===== config.mk =====
export PLATFORM = sky130hd
export DESIGN_NAME = param_priority_arbiter
export DESIGN_NICKNAME = d
export VERILOG_FILES = /design/src/rtl/param_priority_arbiter.sv
export SDC_FILE = /design/constraint.sdc
export NUM_CORES = 1
export LEC_CHECK = 0
export BUFFER_PORTS_ARGS = -buffer_cell sky130_fd_sc_hd__buf_2
export CAP_MARGIN = 20
export CELL_PAD_IN_SITES_DETAIL_PLACEMENT = 1
export CELL_PAD_IN_SITES_GLOBAL_PLACEMENT = 1
export CORE_UTILIZATION = 40
export DETAILED_ROUTE_END_ITERATION = 10
export PLACE_DENSITY_LB_ADDON = 0.05
export SYNTH_ARGS = -nofsm -noshare
export SYNTH_HDL_FRONTEND = slang
export SYNTH_SLANG_ARGS = --single-unit

===== constraint.sdc =====
create_clock -name arb_clk -period 2.6 [get_ports arb_clk]
set_input_delay 0.26 -clock arb_clk [delete_from_list [all_inputs] [get_ports arb_clk]]
set_output_delay 0.26 -clock arb_clk [all_outputs]
set_load 0.01 [all_outputs]

===== src/rtl/param_priority_arbiter.sv =====
// Priority / round-robin arbiter with optional per-owner hold limit.
// The grant is registered; an owner keeps it until it drops its request or exhausts MAX_HOLD.
module param_priority_arbiter #(
  parameter  int N_REQ    = 4,
  parameter  int MAX_HOLD = 16,
  localparam int IDW      = $clog2(N_REQ)
) (
  input  logic             arb_clk,
  input  logic             arb_rst_n,
  input  logic             arb_mode,
  input  logic [N_REQ-1:0] arb_req,
  output logic [N_REQ-1:0] arb_gnt,
  output logic [IDW-1:0]   arb_gnt_id,
  output logic             arb_gnt_vld,
  output logic             arb_preempt
);

  // state | meaning
  // IDLE  | no owner, grant lines low
  // OWN   | one requester owns the grant (index in arb_gnt_id)
  typedef enum logic {IDLE, OWN} state_t;

  localparam int             HCW       = (MAX_HOLD > 1) ? $clog2(MAX_HOLD) : 1;
  localparam bit             HOLD_EN   = (MAX_HOLD != 0);
  localparam logic [HCW-1:0] HOLD_LAST = HCW'(MAX_HOLD - 1);

  state_t           state, state_nxt;
  logic [IDW-1:0]   rr_ptr, ptr_nxt, id_nxt, win;
  logic [HCW-1:0]   hold_cnt, cnt_nxt;
  logic [N_REQ-1:0] gnt_nxt, elig, others;
  logic             pre_nxt, do_arb;

  // First set bit of elig, scanning upward from ptr (round-robin) or from 0 (fixed).
  function automatic logic [IDW-1:0] pick(input logic [N_REQ-1:0] vec,
                                          input logic rr, input logic [IDW-1:0] ptr);
    logic [IDW-1:0] sel, idx;
    logic           found;
    sel   = '0;
    found = 1'b0;
    for (int j = 0; j < N_REQ; j++) begin
      idx = rr ? IDW'((int'(ptr) + j) % N_REQ) : IDW'(j);
      if (!found && vec[idx]) begin
        found = 1'b1;
        sel   = idx;
      end
    end
    return sel;
  endfunction

  always_comb begin
    state_nxt = state;
    id_nxt    = arb_gnt_id;
    cnt_nxt   = hold_cnt;
    ptr_nxt   = rr_ptr;
    pre_nxt   = 1'b0;
    do_arb    = 1'b0;
    elig      = arb_req;
    others    = arb_req & ~arb_gnt;
    win       = '0;
    gnt_nxt   = '0;

    case (state)
      IDLE: do_arb = |arb_req;
      OWN: begin
        if (!arb_req[arb_gnt_id]) begin
          if (|arb_req) do_arb = 1'b1;
          else          state_nxt = IDLE;
        end else if (HOLD_EN && hold_cnt == HOLD_LAST) begin
          if (|others) begin
            elig    = others;
            do_arb  = 1'b1;
            pre_nxt = 1'b1;
          end else begin
            cnt_nxt = '0;  // sole requester: re-grant in place
          end
        end else if (HOLD_EN) begin
          cnt_nxt = hold_cnt + HCW'(1);
        end
      end
      default: state_nxt = IDLE;
    endcase

    if (do_arb) begin
      win       = pick(elig, arb_mode, rr_ptr);
      state_nxt = OWN;
      id_nxt    = win;
      cnt_nxt   = '0;
      ptr_nxt   = IDW'((int'(win) + 1) % N_REQ);
    end

    if (state_nxt == OWN) gnt_nxt[id_nxt] = 1'b1;
  end

  always_ff @(posedge arb_clk or negedge arb_rst_n) begin
    if (!arb_rst_n) begin
      state       <= IDLE;
      arb_gnt     <= '0;
      arb_gnt_id  <= '0;
      arb_gnt_vld <= 1'b0;
      arb_preempt <= 1'b0;
      rr_ptr      <= '0;
      hold_cnt    <= '0;
    end else begin
      state       <= state_nxt;
      arb_gnt     <= gnt_nxt;
      arb_gnt_id  <= id_nxt;
      arb_gnt_vld <= (state_nxt == OWN);
      arb_preempt <= pre_nxt;
      rr_ptr      <= ptr_nxt;
      hold_cnt    <= cnt_nxt;
    end
  end

endmodule


==> results.txt, run 1 <==
----------------------------------------------------
[Route]
  Drt pass-1 iters ... 4
  Number of violations reported at the end of detailed-routing iteration 0 ... 11
  Antenna-violating nets left ... 0
  Residual DRC ... 0
  Routed Wire Length ... 2.16 mm
  Vias after detailed routing ... 768
  Final routed wire length divided by cell count ... 16.3 um
  Vias/cell ... 5.77

[Clock network]
  Master cell of the clock root buffer ... sky130_fd_sc_hd__clkbuf_4
  Clock tree from TritonCTS ... yes
  Buffers inserted during post-CTS setup optimization ... 0
  Count of clock tree sinks ... 14
  CTS Buf Count ... 3
  Clock-pin slew on the worst setup and hold paths ... 90 ps
  Number of hold buffers added after cts ... 1
  Clock insertion delay at the later pin of the skew report ... 290 ps
  Maximum number of buffers from clock root to sink ... 2
  Level count of the clock H-tree ... 1
  Number of gates resized after CTS ... 0

[Critical path]
  Setup CP Type ... reg -> reg
  List of cells traversed by the critical path ... ha_1, and3_1, o311ai_1, o21ai_2, a311oi_1, o311ai_2, nand3_1, nor3b_1
  Register-to-register path setup slack ... 260 ps
  Maximum net fanout on the critical path ... 7
  Worst Reg-to-Reg Cells ... 8
  CP peak stage delay ... 390 ps
  Critical path's top delay family ... compound AO/OA/AOI/OAI gates
  Critical Path RT ... 2810 ps
  Setup crit end kind ... flop
  FF-to-FF Start ... hold_cnt[0]
  CP startpoint kind ... flop
  CP max stage cell ... sky130_fd_sc_hd__dfrtp_1
  FF-to-FF End ... arb_gnt[0]
  Critical path data arrival time ... 2560 ps
  CP bufs+invs ... 0

[Global route]
  Residual overflow from global routing ... 0
  Grt peak-use layer ... met2
  Pin count of the biggest net entering global routing ... 15
  Met3 track demand over resource ... 6.85%
  Vias in the first global route ... 730
  GRT Util Overall ... 20.1%
  Global routing usage on met1 ... 28.6%
  Met2 Track Usage GR ... 29.2%
  Initial antenna violation count ... 0
  Wire length of the first global-routing pass ... 3.59 mm

[Yosys]
  Cell type with the largest total area after synthesis ... sky130_fd_sc_hd__dfrtp_1
  Ys Warns ... 0
  Most area-consuming cells after synthesis ... sky130_fd_sc_hd__dfrtp_1 40%, sky130_fd_sc_hd__o31ai_1 4.3%, sky130_fd_sc_hd__nand2_1 3.4%
  Register area share after synthesis ... 39.8%
  Synthesized Nets ... 93
  Mean post-synth cell area ... 10.3 um2
  Share of flip-flops with an asynchronous set or reset after synthesis ... 100%
  Synth Register Bits ... 14
  Count of flip-flops with a built-in enable after synthesis ... 0
  Area of the mapped netlist ... 880 um2
  Most instantiated library cell after synthesis ... sky130_fd_sc_hd__dfrtp_1
  Top cells by instance count after synthesis ... 14 x sky130_fd_sc_hd__dfrtp_1, 8 x sky130_fd_sc_hd__nand2_1, 5 x sky130_fd_sc_hd__o21ai_0, 5 x sky130_fd_sc_hd__o31ai_1
  Post-synthesis cell count ... 85
  Count of different cell masters after synthesis ... 41
  Area share of the largest cell type after synthesis ... 39.8%
  Main flop type after synthesis ... sky130_fd_sc_hd__dfrtp_1

[Final layout]
  Layout fillers ... 240
  Share of post-route cells with drive strength above 1 ... 29.2%
  Final design area excluding fillers ... 0.00104 mm2
  Number of nets in the layout ... 115
  Area growth, synth to finish ... 18.8%
  Antenna cells ... 0

[Placement]
  Detailed Place HPWL ... 1.70 mm
  Routability congestion estimate from global placement ... 0.801
  Placed instance area ... 998 um2
  Number of port buffers ... 14

[Timing]
  Max Fclk ... 427 MHz
  TNS Setup ... 0 ps
  Tightest Pin Transition ... 454 ps
  Post-Route Skew ... 1.16 ps
  Setup repair after global routing missed its margin ... no
  Final-report max-slew violation count ... 0
  Period utilisation layout ... 90.1%
  Normalized max-slew margin ... 69.5%
  Final setup violation count ... 0
  Min Tclk post-route ... 2340 ps
  Endpoints failing hold ... 0

[Min path]
  Worst hold path type ... in -> async

[Die]
  Initial core utilization ... 43.5%
  Core area ... 0.00202 mm2
  Die Height ... 48.9 um
  Die width ... 48.9 um
  Top-level port count ... 15
  Cell Rows ... 16
  Die footprint ... 0.00239 mm2

[Power and ir drop]
  Largest voltage drop on the vdd net ... 615 uV
  Power per unit of standard cell area ... 967 mW/mm2
  Cell leakage power ... 0.455 nW

[Job]
  Reported max-cap violation count ... 0

[Run status]
  Result of the run ... finished, final reports clean

----------------------------------------------------
==> how the worst max path moves through the flow <==
stage | cells past startpoint | start | slack [ps] | end
after floorplan | 7 | arb_gnt_id[1] | 420 | arb_gnt[0]
after global placement | 8 | hold_cnt[0] | 260 | arb_gnt[0]
after detailed placement | 8 | hold_cnt[0] | 250 | arb_gnt[0]
after CTS | 8 | hold_cnt[0] | 230 | arb_gnt[0]
after global routing | 8 | hold_cnt[0] | 70 | arb_gnt[0]
final | 8 | hold_cnt[0] | 260 | arb_gnt[0]
==> report_power, final <==
part | switching, mW | total [mW] | internal, mW
Clock | 0.0777 | 0.163 | 0.0854
Combinational | 0.258 | 0.470 | 0.211
Sequential | 0.0817 | 0.377 | 0.295
==> flip-flops by register name, indices dropped and copies added, names as in the netlist <==
name and flops:
rr_ptr 2, hold_cnt 4, arb_gnt 4, state 1, arb_preempt 1, arb_gnt_id 2
==> final cells by class <==
cell class / count / area (um2) / area share (%)
clock buffers: 4 / 36.3 / 3.47
inverters: 1 / 3.75 / 0.359
multi-input cells: 70 / 526 / 50.3
flip-flops and latches: 14 / 350 / 33.5
well taps: 27 / 33.8 / 3.23
repair buffers: 17 / 95.1 / 9.10
==> metrics by stage <==
step | cells | util, % | total power [mW] | hold slack, ps | setup slack, ps
2_1_floorplan | 85 | - | 0.705 | -35.6 | 417
6_report | 133 | 51.7 | 1.01 | 382 | 256
3_5_place_dp | 128 | 49.4 | 0.852 | 173 | 252
5_1_grt | 133 | 51.7 | 1.09 | 403 | 75.0
4_1_cts | 133 | 51.7 | 1.02 | 383 | 232
3_3_place_gp | 128 | 49.4 | 0.847 | 169 | 259
==> metal layers <==
layer,vias to the layer above,share of wire [%]
met5,-,0
met4,0,0.79
met3,3,6.0
met2,21,41
met1,362,52
li1,382,-
==> cell usage in the layout (no fill, tap or decap), types with 2 or more instances in the layout <==
| cell | count |
|---|---|
| sky130_fd_sc_hd__and3_1 | 2 |
| sky130_fd_sc_hd__o31ai_1 | 5 |
| sky130_fd_sc_hd__o21a_1 | 3 |
| sky130_fd_sc_hd__nor3b_1 | 2 |
| sky130_fd_sc_hd__buf_2 | 14 |
| sky130_fd_sc_hd__and2b_1 | 2 |
| sky130_fd_sc_hd__nand3_1 | 3 |
| sky130_fd_sc_hd__nand2_1 | 8 |
| sky130_fd_sc_hd__o21ai_1 | 2 |
| sky130_fd_sc_hd__o2111ai_1 | 2 |
| sky130_fd_sc_hd__o311ai_1 | 3 |
| sky130_fd_sc_hd__a21oi_1 | 2 |
| sky130_fd_sc_hd__and2b_4 | 2 |
| sky130_fd_sc_hd__o21ai_0 | 5 |
| sky130_fd_sc_hd__clkbuf_4 | 3 |
| sky130_fd_sc_hd__nor2_1 | 3 |
| sky130_fd_sc_hd__dfrtp_1 | 14 |
| sky130_fd_sc_hd__mux2i_1 | 2 |
| sky130_fd_sc_hd__buf_4 | 2 |
==> kinds of logic (layout without fill, tap and decap cells) <==
| group | after synthesis | after routing | share of synthesized area (%) |
|---|---|---|---|
| AOI/OAI and AO/OA | 36 | 36 | 33.4 |
| adders and majority gates | 1 | 1 | 1.42 |
| buffers and inverters | 1 | 22 | 0.426 |
| DFF | 14 | 14 | 39.8 |
| muxes | 2 | 2 | 2.28 |
| and+or+nand+nor | 31 | 31 | 22.6 |
Power figures use the tool's default switching activity.
==> inputs of run 2 (changes only) <==
clock period = 2.8 ns   (was 2.6 ns; I/O delays follow)
==> run 2 against run 1 <==
Net effect: via count is 3.8% higher; sequential share of layout area up 0.24 points; worst setup slack improved by 110 ps; first-iteration DRC count is 73% higher; fmax shrank 3.5%; utilization shrank 0.37 points.
==> results.txt, run 2 (synthesized netlist as in run 1, its figures left out) <==
----------------------------------------------------
[Run status]
  Result of the run ... finished, final reports clean (unchanged)

[Final layout]
  Commonest cells after routing, fill and taps aside ... 14 x sky130_fd_sc_hd__dfrtp_1, 14 x sky130_fd_sc_hd__buf_2, 8 x sky130_fd_sc_hd__nand2_1 (unchanged)
  Antenna cells ... 0 (unchanged)
  Area growth, synth to finish ... 17.9% (was 18.8%)
  Share of post-route cells with drive strength above 1 ... 28.6% (was 29.2%)
  Post-layout utilization of the core ... 51.3% (was 51.7%)
  Number of nets in the layout ... 114 (was 115)
  Layout fillers ... 250 (was 240)
  Top flop regs ... arb_gnt (4), hold_cnt (4) (unchanged)

[Global route]
  GRT Util Overall ... 22.0% (was 20.1%)
  Vias in the first global route ... 855 (was 730)
  Residual overflow from global routing ... 0 (unchanged)
  Pin count of the biggest net entering global routing ... 15 (unchanged)
  Wire length of the first global-routing pass ... 4.00 mm (was 3.59 mm)
  Initial antenna violation count ... 0 (unchanged)

[Clock network]
  Count of clock tree sinks ... 14 (unchanged)
  Number of gates resized after CTS ... 0 (unchanged)
  Clock insertion delay at the later pin of the skew report ... 280 ps (was 290 ps)
  Master cell of the clock root buffer ... sky130_fd_sc_hd__clkbuf_4 (unchanged)
  Maximum number of buffers from clock root to sink ... 2 (unchanged)
  Clock tree from TritonCTS ... yes (unchanged)
  Clock-pin slew on the worst setup and hold paths ... 90 ps (about the same)
  Level count of the clock H-tree ... 1 (unchanged)
  CTS Buf Count ... 3 (unchanged)

[Timing]
  TNS Setup ... 0 ps (unchanged)
  Normalized max-slew margin ... 63.2% (was 69.5%)
  Post-Route Skew ... 2.93 ps (was 1.16 ps)
  Tightest Pin Transition ... 549 ps (was 454 ps)
  Min Hold Slack ... 413 ps (was 382 ps)
  Endpoints failing hold ... 0 (unchanged)
  Period utilisation layout ... 86.7% (was 90.1%)
  Max Fclk ... 412 MHz (was 427 MHz)
  Setup repair after global routing missed its margin ... no (unchanged)
  Final-report max-slew violation count ... 0 (unchanged)
  Min Tclk post-route ... 2430 ps (was 2340 ps)
  Final setup violation count ... 0 (unchanged)

[Power and ir drop]
  Power per unit of standard cell area ... 903 mW/mm2 (was 967 mW/mm2)
  Largest voltage drop on the vdd net ... 477 uV (was 615 uV)
  Cell leakage power ... 0.450 nW (was 0.455 nW)
  Total design power ... 0.936 mW (was 1.01 mW)

[Critical path]
  CP startpoint kind ... flop (unchanged)
  Critical path data arrival time ... 2600 ps (was 2560 ps)
  Maximum net fanout on the critical path ... 6 (was 7)
  Critical Path RT ... 2980 ps (was 2810 ps)
  Setup crit end kind ... flop (unchanged)
  Setup CP Type ... reg -> reg (unchanged)
  FF-to-FF End ... arb_gnt[0] (unchanged)
  FF-to-FF Start ... hold_cnt[0] (unchanged)
  Timing startpoint of the critical path ... hold_cnt[0] (unchanged)
  Register-to-register path setup slack ... 370 ps (was 260 ps)
  End point of the critical path ... arb_gnt[0] (unchanged)
  Worst Reg-to-Reg Cells ... 8 (unchanged)

[Die]
  Die footprint ... 0.00239 mm2 (unchanged)
  Cell Rows ... 16 (unchanged)
  Core area ... 0.00202 mm2 (unchanged)
  Top-level port count ... 15 (unchanged)
  Die width ... 48.9 um (unchanged)
  Initial core utilization ... 43.5% (unchanged)
  Die Height ... 48.9 um (unchanged)

[Placement]
  Number of port buffers ... 14 (unchanged)
  Detailed Place HPWL ... 1.75 mm (was 1.70 mm)
  Routability congestion estimate from global placement ... 0.809 (was 0.801)

[Min path]
  Worst hold path type ... in -> async (unchanged)

[Route]
  Number of violations reported at the end of detailed-routing iteration 0 ... 19 (was 11)
  Vias/cell ... 6.04 (was 5.77)
  Drt pass-1 iters ... 4 (unchanged)
  Residual DRC ... 0 (unchanged)
  Vias after detailed routing ... 797 (was 768)
  Antenna-violating nets left ... 0 (unchanged)
  Final routed wire length divided by cell count ... 17.1 um (was 16.3 um)
  Routed Wire Length ... 2.26 mm (was 2.16 mm)

[Job]
  Reported max-cap violation count ... 0 (unchanged)

----------------------------------------------------
==> run 2: layout make-up <==
class                   instances  area (um2)  area share [%]
clock buffers                   4        36.3            3.50
inverters                       1        3.75           0.362
multi-input cells              70         526            50.7
flip-flops and latches         14         350            33.8
well taps                      27        33.8            3.26
repair buffers                 16        87.6            8.44
==> run 2: where the power goes <==
part	internal, mW	total [mW]	switching, mW
sequential	0.274	0.352	0.0772
clock	0.0791	0.146	0.0672
combinational	0.195	0.438	0.244
total	0.548	0.936	0.388
==> run 2: worst min-delay path by stage <==
stage	slack [ps]	depth (start not counted)	from	to
after floorplan	-20	0	arb_rst_n	arb_gnt[0]
after global placement	190	1	arb_rst_n	hold_cnt[3]
after detailed placement	190	1	arb_rst_n	hold_cnt[2]
after CTS	410	2	arb_rst_n	state
after global routing	420	2	arb_rst_n	arb_preempt
final	410	2	arb_rst_n	state
==> run 2: per-layer routing <==
layer | routed length (um) | share of wire (%) | vias to the layer above | GRT usage, %
li1 | - | - | 382 | -
met1 | 1050 | 46 | 384 | 28.2
met2 | 1080 | 48 | 27 | 35.9
met3 | 114 | 5.1 | 4 | 6.23
met4 | 20 | 0.89 | 0 | 6.86
met5 | 0 | 0 | - | 0
==> run 2: timing repair <==
item	in CTS	in global routing
endpoints found under the hold margin	14	0
setup endpoints to repair	0	0
hold buffers	1	0
buffers inserted	0	0
==> run 2: worst max-delay path, stage by stage, from the launching register on <==
cell	delay, ps
sky130_fd_sc_hd__dfrtp_1	390
sky130_fd_sc_hd__ha_1	220
sky130_fd_sc_hd__and3_1	280
sky130_fd_sc_hd__o311ai_1	140
sky130_fd_sc_hd__o21ai_1	270
sky130_fd_sc_hd__nand2_1	160
sky130_fd_sc_hd__a211oi_1	530
sky130_fd_sc_hd__o211ai_4	160
sky130_fd_sc_hd__nor3b_1	180
==> run 2: stage by stage <==
stage | cells | setup WS (ps) | instance area, um2
2_1_floorplan | 85 | 617 | 880
3_3_place_gp | 127 | 483 | 991
3_5_place_dp | 127 | 363 | 991
4_1_cts | 132 | 360 | 1040
5_1_grt | 132 | 130 | 1040
6_report | 132 | 371 | 1040
==> inputs of run 3 (changes only) <==
ABC_AREA = 1   (was unset)
CTS_CLUSTER_DIAMETER = 150   (was unset)
==> run 3 against run 2 <==
Net effect: synthesized cell count is 66% higher; worst setup slack better by 290 ps; utilization is 0.83 points lower; clock power is 11% higher; largest cell class unchanged; wire length is 14% higher.
==> results.txt, run 3 <==
----------------------------------------------------
[Run status]
  Result of the run ... finished, final reports clean (unchanged)

[Route]
  Vias/cell ... 5.06 (was 6.04)
  Routed Wire Length ... 2.58 mm (was 2.26 mm)
  Vias after detailed routing ... 956 (was 797)
  Number of violations reported at the end of detailed-routing iteration 0 ... 11 (was 19)
  Drt pass-1 iters ... 4 (unchanged)
  Residual DRC ... 0 (unchanged)
  Final routed wire length divided by cell count ... 13.6 um (was 17.1 um)
  Antenna-violating nets left ... 0 (unchanged)

[Global route]
  Wire length of the first global-routing pass ... 4.32 mm (was 4.00 mm)
  Pin count of the biggest net entering global routing ... 15 (unchanged)
  Vias in the first global route ... 945 (was 855)
  Initial antenna violation count ... 0 (unchanged)
  GRT Util Overall ... 22.2% (was 22.0%)
  Residual overflow from global routing ... 0 (unchanged)

[Clock network]
  Level count of the clock H-tree ... 1 (unchanged)
  Buffers inserted during post-CTS setup optimization ... 0 (unchanged)
  Master cell of the clock root buffer ... sky130_fd_sc_hd__clkbuf_4 (unchanged)
  Clock insertion delay at the later pin of the skew report ... 300 ps (was 280 ps)
  Clock-pin slew on the worst setup and hold paths ... 100 ps (was 90 ps)
  CTS Buf Count ... 3 (unchanged)
  Clock tree from TritonCTS ... yes (unchanged)
  Count of clock tree sinks ... 14 (unchanged)
  Maximum number of buffers from clock root to sink ... 2 (unchanged)

[Yosys]
  Synth Register Bits ... 14 (unchanged)
  Most area-consuming cells after synthesis ... sky130_fd_sc_hd__dfrtp_1 35%, sky130_fd_sc_hd__nand2_1 19%, sky130_fd_sc_hd__nand3_1 7.1% (was sky130_fd_sc_hd__dfrtp_1 40%, sky130_fd_sc_hd__o31ai_1 4.3%, sky130_fd_sc_hd__nand2_1 3.4%)
  Share of flip-flops with an asynchronous set or reset after synthesis ... 100% (unchanged)
  Mean post-synth cell area ... 7.02 um2 (was 10.3 um2)
  Main flop type after synthesis ... sky130_fd_sc_hd__dfrtp_1 (unchanged)
  Synthesized Nets ... 149 (was 93)
  Count of different cell masters after synthesis ... 21 (was 41)
  Register area share after synthesis ... 35.4% (was 39.8%)
  Post-synthesis cell count ... 141 (was 85)
  Ys Warns ... 0 (unchanged)
  Area share of the largest cell type after synthesis ... 35.4% (was 39.8%)
  Most instantiated library cell after synthesis ... sky130_fd_sc_hd__nand2_1 (was sky130_fd_sc_hd__dfrtp_1)
  Count of flip-flops with a built-in enable after synthesis ... 0 (unchanged)
  Area of the mapped netlist ... 990 um2 (was 880 um2)
  Cell type with the largest total area after synthesis ... sky130_fd_sc_hd__dfrtp_1 (unchanged)
  Top cells by instance count after synthesis ... 50 x sky130_fd_sc_hd__nand2_1, 15 x sky130_fd_sc_hd__inv_1, 14 x sky130_fd_sc_hd__dfrtp_1, 14 x sky130_fd_sc_hd__nand3_1, 11 x sky130_fd_sc_hd__nand2_2 (was 14 x sky130_fd_sc_hd__dfrtp_1, 8 x sky130_fd_sc_hd__nand2_1, 5 x sky130_fd_sc_hd__o21ai_0, 5 x sky130_fd_sc_hd__o31ai_1)

[Critical path]
  Maximum net fanout on the critical path ... 5 (was 6)
  Critical path's top delay family ... simple AND/OR/NAND/NOR gates (was compound AO/OA/AOI/OAI gates)
  Logic depth of the worst path, buffers included ... 17 (was 8)
  List of cells traversed by the critical path ... ha_1, nand2_1, inv_1, nand2_1, nor2_4, nand2_4, nand2_2, nand3_2, nand3_1, nand2_1, nor2_2, nand3_1, nand3_2, nand2_2, nand2_4, inv_2, nor2_2 (was ha_1, and3_1, o311ai_1, o21ai_1, nand2_1, a211oi_1, o211ai_4, nor3b_1)
  CP startpoint kind ... flop (unchanged)
  CP bufs+invs ... 2 (was 0)
  CP max stage cell ... sky130_fd_sc_hd__dfrtp_1 (was sky130_fd_sc_hd__a211oi_1)
  CP peak stage delay ... 370 ps (was 530 ps)
  Critical path data arrival time ... 2390 ps (was 2600 ps)
  Setup CP Type ... reg -> reg (unchanged)
  Worst Reg-to-Reg Cells ... 17 (was 8)
  Setup crit end kind ... flop (unchanged)
  Crit path top cell by count ... sky130_fd_sc_hd__nand2_1
  Critical Path RT ... 3040 ps (was 2980 ps)

[Timing]
  Setup repair after global routing missed its margin ... no (unchanged)
  Post-Route Skew ... 5.18 ps (was 2.93 ps)
  Tightest Pin Transition ... 502 ps (was 549 ps)
  TNS Setup ... 0 ps (unchanged)
  Max Fclk ... 467 MHz (was 412 MHz)
  Endpoints failing hold ... 0 (unchanged)
  Final-report max-slew violation count ... 0 (unchanged)
  Period utilisation layout ... 76.5% (was 86.7%)
  Final setup violation count ... 0 (unchanged)
  Min Tclk post-route ... 2140 ps (was 2430 ps)
  Min Hold Slack ... 387 ps (was 413 ps)
  Normalized max-slew margin ... 66.4% (was 63.2%)

[Power and ir drop]
  Clk pwr share ... 13.6% (was 15.6%)
  Largest voltage drop on the vdd net ... 575 uV (was 477 uV)
  Sequential share of power ... 28.1% (was 37.6%)
  Power per unit of standard cell area ... 1040 mW/mm2 (was 903 mW/mm2)
  Power dissipated by switching net loads ... 0.604 mW (was 0.388 mW)
  Sw Share ... 50.6% (was 41.5%)
  Internal power summed over all cells ... 0.588 mW (was 0.548 mW)
  Cell leakage power ... 0.662 nW (was 0.450 nW)
  Fraction of power consumed by combinational cells ... 58.3% (was 46.8%)

[Min path]
  Worst hold path type ... in -> async (unchanged)

[Die]
  Die footprint ... 0.00268 mm2 (was 0.00239 mm2)
  Core area ... 0.00228 mm2 (was 0.00202 mm2)
  Initial core utilization ... 43.5% (about the same)
  Cell Rows ... 17 (was 16)
  Top-level port count ... 15 (unchanged)
  Die Height ... 51.7 um (was 48.9 um)
  Die width ... 51.7 um (was 48.9 um)

[Placement]
  Routability congestion estimate from global placement ... 0.871 (was 0.809)
  Detailed Place HPWL ... 2.08 mm (was 1.75 mm)
  Number of port buffers ... 14 (unchanged)

[Final layout]
  Share of post-route cells with drive strength above 1 ... 30.4% (was 28.6%)
  Area growth, synth to finish ... 16.1% (was 17.9%)
  Number of nets in the layout ... 170 (was 114)
  Commonest cells after routing, fill and taps aside ... 50 x sky130_fd_sc_hd__nand2_1, 15 x sky130_fd_sc_hd__inv_1, 14 x sky130_fd_sc_hd__nand3_1, 14 x sky130_fd_sc_hd__dfrtp_1, 14 x sky130_fd_sc_hd__buf_2 (was 14 x sky130_fd_sc_hd__dfrtp_1, 14 x sky130_fd_sc_hd__buf_2, 8 x sky130_fd_sc_hd__nand2_1)
  Post-layout utilization of the core ... 50.5% (was 51.3%)
  Leading cell type in the layout, fill and taps excluded ... sky130_fd_sc_hd__nand2_1
  Antenna cells ... 0 (unchanged)
  Top flop regs ... arb_gnt (4), hold_cnt (4) (unchanged)

[Job]
  Reported max-cap violation count ... 0 (unchanged)

----------------------------------------------------
==> run 3: cell count changes after synthesis, sizes merged, moves of 3 or more <==
cell	change
o311ai	-4
o31ai	-5
nand2	+55
nand3	+17
o21a	-3
o21ai	-5
nor2	+8
inv	+16
and2b	-4
==> run 3: area by class of cell <==
| cell class | instances | area (um2) |
|---|---|---|
| clock buffer | 4 | 36.3 |
| sequential | 14 | 350 |
| multi-input combinational | 110 | 576 |
| timing repair buffer | 16 | 87.6 |
| tap | 28 | 35.0 |
| inverter | 17 | 63.8 |
| fill | 306 | 1130 |
==> run 3: power by group through the flow <==
stage	combinational, mW	clock, mW	sequential [mW]
floorplan	0.510	0	0.343
global placement	0.667	0	0.333
detailed placement	0.691	0	0.339
CTS	0.701	0.161	0.335
global route	0.789	0.174	0.343
finish	0.696	0.162	0.335
==> run 3: per-layer routing <==
layer	vias to the layer above	track usage [%]	part of all wire, %
li1	487	-	-
met1	453	27.3	45
met2	13	39.2	51
met3	3	3.80	2.7
met4	0	6.76	1.2
met5	-	0	0
==> run 3: repair_timing <==
item / in CTS / in global routing
hold endpoints to repair: 14 / 0
gates resized for setup: 0 / 0
hold buffers: 1 / 0
==> run 3: path summary, 6_finish.rpt <==
path | from | slack [ps] | to
max in group asynchronous | arb_rst_n | 2170 | arb_gnt[2]
worst min register to register | hold_cnt[3] | 470 | hold_cnt[3]
worst min-delay path | arb_rst_n | 390 | hold_cnt[3]
worst max-delay path | hold_cnt[1] | 660 | arb_gnt[3]
min in group arb_clk | arb_req[3] | 430 | hold_cnt[1]
worst max register to register | hold_cnt[1] | 660 | arb_gnt[3]
==> run 3: kinds of logic (layout without fill, tap and decap cells) <==
kind of cell	Yosys count	in the layout	share of synthesized area, %
DFF	14	14	35.4
adders and majority gates	1	1	1.26
and+or+nand+nor	101	101	52.2
AOI/OAI and AO/OA	8	8	4.68
buffers and inverters	17	37	6.45
==> run 3: stage by stage <==
step                      worst slack (ps)  instance area [um2]  instances  total power, mW
after detailed placement               694                 1100        184             1.03
after floorplan                        968                  990        141            0.853
after global routing                   369                 1150        189             1.31
final                                  657                 1150        189             1.19
after global placement                 779                 1100        184             1.00
after CTS                              641                 1150        189             1.20
==> run 3: worst reg2reg max path, stage by stage (launching register included) <==
cell,delay [ps]
sky130_fd_sc_hd__dfrtp_1,370
sky130_fd_sc_hd__ha_1,180
sky130_fd_sc_hd__nand2_1,60
sky130_fd_sc_hd__inv_1,70
sky130_fd_sc_hd__nand2_1,110
sky130_fd_sc_hd__nor2_4,160
sky130_fd_sc_hd__nand2_4,90
sky130_fd_sc_hd__nand2_2,80
sky130_fd_sc_hd__nand3_2,100
sky130_fd_sc_hd__nand3_1,100
sky130_fd_sc_hd__nand2_1,80
sky130_fd_sc_hd__nor2_2,170
sky130_fd_sc_hd__nand3_1,140
sky130_fd_sc_hd__nand3_2,110
sky130_fd_sc_hd__nand2_2,70
sky130_fd_sc_hd__nand2_4,100
sky130_fd_sc_hd__inv_2,50
sky130_fd_sc_hd__nor2_2,80
